--- config.mk ---
export PLATFORM = sky130hd
export DESIGN_NAME = simon_seq_ctrl
export DESIGN_NICKNAME = d
export VERILOG_FILES = /design/src/rtl/simon_seq_ctrl.sv
export SDC_FILE = /design/constraint.sdc
export NUM_CORES = 1
export LEC_CHECK = 0
export ABC_CLOCK_PERIOD_IN_PS = 2100
export CAP_MARGIN = 40
export CORE_AREA = 2 2 76 78
export DETAILED_ROUTE_END_ITERATION = 16
export DIE_AREA = 0 0 78 80
export GPL_ROUTABILITY_DRIVEN = 0
export PLACE_DENSITY = 0.75
export SYNTH_ARGS = -nofsm -noshare
export SYNTH_HDL_FRONTEND = slang
export SYNTH_SLANG_ARGS = --single-unit
--- constraint.sdc ---
create_clock -name clk -period 2.1 [get_ports clk]
set_input_delay 0.315 -clock clk [delete_from_list [all_inputs] [get_ports clk]]
set_output_delay 0.315 -clock clk [all_outputs]
set_load 0.05 [all_outputs]
--- src/rtl/simon_seq_ctrl.sv ---
// simon_seq_ctrl: plays back pattern entries 0..level on leds, then checks player presses against them
module simon_seq_ctrl #(
  parameter int ON_TICKS  = 4,
  parameter int GAP_TICKS = 2,
  parameter int TW        = 8
) (
  input  logic        clk,
  input  logic        n_rst,
  input  logic        start,
  input  logic [7:0]  level,
  output logic        mem_en,
  output logic [7:0]  mem_sel,
  input  logic [11:0] mem_btns,
  output logic [11:0] leds,
  output logic        in_ready,
  input  logic [11:0] in_btns,
  output logic        busy,
  output logic        pass,
  output logic        fail
);
  typedef enum logic [3:0] {
    IDLE, FETCH, LOAD, SHOW, GAP, IFETCH, ILOAD, WAIT_IN, PASS, FAIL
  } state_t;
  state_t state_q, state_d;
  logic [7:0] idx_q, idx_d, last_q, last_d;
  logic [11:0] pat_q, pat_d;
  logic [TW-1:0] timer_q, timer_d;
  always_ff @(posedge clk or negedge n_rst) begin
    if (!n_rst) begin
      state_q <= IDLE;
      idx_q   <= '0;
      last_q  <= '0;
      pat_q   <= '0;
      timer_q <= '0;
    end else begin
      state_q <= state_d;
      idx_q   <= idx_d;
      last_q  <= last_d;
      pat_q   <= pat_d;
      timer_q <= timer_d;
    end
  end
  always_comb begin
    state_d = state_q;
    idx_d   = idx_q;
    last_d  = last_q;
    pat_d   = pat_q;
    timer_d = timer_q;
    case (state_q)
      IDLE: if (start) begin
        last_d  = level;
        idx_d   = '0;
        state_d = FETCH;
      end
      FETCH: state_d = LOAD;
      LOAD: begin
        pat_d   = mem_btns;
        timer_d = TW'(ON_TICKS);
        state_d = SHOW;
      end
      SHOW: if (timer_q == TW'(1)) begin
        timer_d = TW'(GAP_TICKS);
        state_d = GAP;
      end else timer_d = timer_q - TW'(1);
      GAP: if (timer_q == TW'(1)) begin
        idx_d   = (idx_q == last_q) ? 8'd0 : idx_q + 8'd1;
        state_d = (idx_q == last_q) ? IFETCH : FETCH;
      end else timer_d = timer_q - TW'(1);
      IFETCH: state_d = ILOAD;
      ILOAD: begin
        pat_d   = mem_btns;
        state_d = WAIT_IN;
      end
      WAIT_IN: if (in_btns != '0) begin
        if (in_btns != pat_q) state_d = FAIL;
        else if (idx_q == last_q) state_d = PASS;
        else begin
          idx_d   = idx_q + 8'd1;
          state_d = IFETCH;
        end
      end
      default: state_d = IDLE;
    endcase
  end
  assign mem_en   = (state_q == FETCH) || (state_q == IFETCH);
  assign mem_sel  = (state_q == IDLE) ? 8'd0 : idx_q;
  assign leds     = (state_q == SHOW) ? pat_q : 12'd0;
  assign in_ready = state_q == WAIT_IN;
  assign busy     = state_q != IDLE;
  assign pass     = state_q == PASS;
  assign fail     = state_q == FAIL;
endmodule

==> results.toml, run 1 <==
[critical_path]
cp_cell_sequence = "nor4_4 > a31oi_4 > and4bb_2 > o211ai_4 > buf_6 > or3_1 > a21oi_1"
critPathMaxFanout = 7
cp_top_family = "simple AND/OR/NAND/NOR gates"
worstSetupEndpointType = "flip-flop"
startpoint_type = "flip-flop"
path_class = "flip-flop to flip-flop"
worstPathArrival_ns = 2.34
path_buf_inv = 1
cpPeakStageDelay_ns = 0.41
worst-endpoint-required_ns = 2.33
cp_slowest_cell = "dfrtp_1"

[logic_synthesis]
synth.avg_cell_area_um2 = 10.0
synth.top_cells.by_count = "dfrtp_1 (40), and2_1 (23), mux2_2 (20), xnor2_1 (20), nor2_1 (18)"
syn_inst = 233
synth_seq_area_share = 0.429
synthDistinctLibCells = 40
syn_area_mm2 = 0.00233
synthFlopType = "dfrtp_1"
ys_warn_count = 0
synth_top_area_frac = 0.429
synth_most_common_cell = "dfrtp_1"
synth_nets = 271
synth.top_cells.by_area = "dfrtp_1 (43%), mux2_2 (9.7%), xnor2_1 (7.5%)"
yosysTopAreaCell = "dfrtp_1"
ys_ff_latch = 40
async_reset_ff_frac = 1.00
synth_edf_count = 0

[routing]
drt_first_pass_iters = 4
drc = 0
routed_wl_um = 5950
vias = 2057
vias_per_cell = 5.27
drt_iter0_drc = 156
wire_per_inst_um = 15.2
ant_nets = 0

[cells_and_area]
antenna_cells = 0
drive_gt1_frac = 0.299
fillers = 443
final_util = 0.644
num-nets-final = 355
instances_no_fill = 390
seq_area_mm2 = 0.00100
area_growth_pct = 49.2
stdcell_area_mm2 = 0.00348
multi_input_area_mm2 = 0.00134

[global_routing]
grt_max_degree = 26
overflow = 0
grt_pass1_wl_um = 9960
grt_pass1_vias = 2074
antenna_found_initial = 0
grt_usage = 0.204

[power_and_ir_drop]
p_leak_nw = 1.45
total_power_mw = 4.86
power.density_mw_per_mm2 = 1400
ir_worst_vdd_uv = 770

[clock_network]
insertion_delay_ns = 0.30
clk_pin_slew_ns = 0.09
htree_levels = 2
cts_tree = "built"
cts_sinks = 40
clockBufferDepth = 2
cts_buffers = 5
root_buffer = "clkbuf_8"
cts_hold_buf = 0

[floorplanning]
dieWidth_um = 78
initial_core_util = 0.431
coreArea_mm2 = 0.00541
dieArea_mm2 = 0.00624
ios = 60
die_h_um = 80
row_count = 27

[timing]
fin_ws_ns = -0.0125
finalCritPeriodShare = 1.01
fmax_ghz = 0.473
fin_tns_setup_ns = -0.0125
setup_violations = 1
final_hold_viol_count = 0
rsz0062_at_grt = "true"
whs_ns = 0.0221
final-max-slew-violation-count = 0
skew_ns = 0.0119
period_needed_ns = 2.11
relSlewSlack = 0.592
tightest_slew_ns = 0.612

[worst_hold_path]
min_path_type = "primary input to asynchronous set/reset pin"

[placement]
place_area_mm2 = 0.00329
io_buffers = 59
pre_cts_ws_ns = -0.192
placedCellCount = 380
hpwl_um = 4430

[job]
max-cap-violations = 0

[outcome]
violations = "setup timing"
status = "finished with violations"
## worst paths after layout
path,startpoint,end,slack [ns],depth (start not counted)
hold / removal,n_rst,idx_q[7],0.02,1
min in group clk,last_q[4],last_q[4],0.53,1
setup reg to reg,timer_q[4],idx_q[4],-0.01,7
max in group asynchronous,n_rst,pat_q[7],1.51,2
setup / recovery,timer_q[4],idx_q[4],-0.01,7
hold reg to reg,last_q[4],last_q[4],0.53,1
## cells by family (layout without fill, tap and decap cells)
group / after synthesis / in the layout / synth area share
adder cells (fa/ha/maj): 3 / 3 / 0.0161
XOR/XNOR: 25 / 25 / 0.0939
AO/OA/AOI/OAI: 34 / 34 / 0.0992
AND/OR/NAND/NOR: 99 / 99 / 0.242
multiplexers: 20 / 20 / 0.0966
buffers and inverters: 12 / 97 / 0.0231
flip-flops: 40 / 40 / 0.429
## sequential cells by signal, summed over array words and instances, names as in the netlist
register  flops
timer_q       8
state_q       4
idx_q         8
pat_q        12
last_q        8
## cell usage in the layout (no fill, tap or decap), types with 3 or more instances in the layout
cell type / synthesis / final
nor4_1: 4 / 3
nand2_1: 10 / 9
a21oi_1: 8 / 6
xnor2_1: 20 / 20
o21ai_0: 9 / 8
buf_4: 2 / 34
inv_1: 4 / 3
mux2_2: 20 / 20
clkbuf_8: 0 / 5
buf_12: 0 / 16
clkdlybuf4s50_1: 0 / 33
nand2b_1: 4 / 4
nand4_1: 6 / 6
ha_1: 3 / 3
nand3_1: 11 / 11
nor2_1: 18 / 18
nor3_1: 5 / 5
dfrtp_1: 40 / 40
xor2_1: 5 / 5
or3_1: 6 / 6
and2_1: 23 / 23
## per-layer routing
| layer | up-vias | share of wire | global-route usage |
|---|---|---|---|
| li1 | 998 | - | - |
| met1 | 977 | 0.43 | 0.265 |
| met2 | 69 | 0.51 | 0.342 |
| met3 | 13 | 0.045 | 0.0339 |
| met4 | 0 | 0.021 | 0.0754 |
| met5 | - | 0 | 0 |
## layout make-up
type | count | area share
Timing Repair Buffer | 85 | 0.265
Clock inverter | 3 | 0.0122
Multi-Input combinational cell | 181 | 0.385
Tap cell | 72 | 0.0259
Inverter | 4 | 0.00431
Sequential cell | 40 | 0.288
Clock buffer | 5 | 0.0198
## report_power, final
group	switching (mW)	internal [mW]	total (mW)	leakage [nW]
registers	0.273	1.08	1.36	0.501
clock network	0.284	0.352	0.635	0.0541
logic	1.46	1.40	2.87	0.893
## repair_timing
action,in CTS,in global routing
pin swaps,7,9
setup endpoints to repair,6,28
resized for setup,2,12
buffers inserted,1,1
No activity file was read; power rests on OpenSTA's default activity.
==> inputs of run 2 (changes only) <==
--- a/config.mk
+++ b/config.mk
@@ -8,6 +8,7 @@
 export ABC_CLOCK_PERIOD_IN_PS = 2100
 export CAP_MARGIN = 40
 export CORE_AREA = 2 2 76 78
+export CTS_CLUSTER_DIAMETER = 100
 export DETAILED_ROUTE_END_ITERATION = 16
 export DIE_AREA = 0 0 78 80
 export GPL_ROUTABILITY_DRIVEN = 0
==> results of run 2 <==
The final DEF is identical to that of run 1; final timing and power are the same.
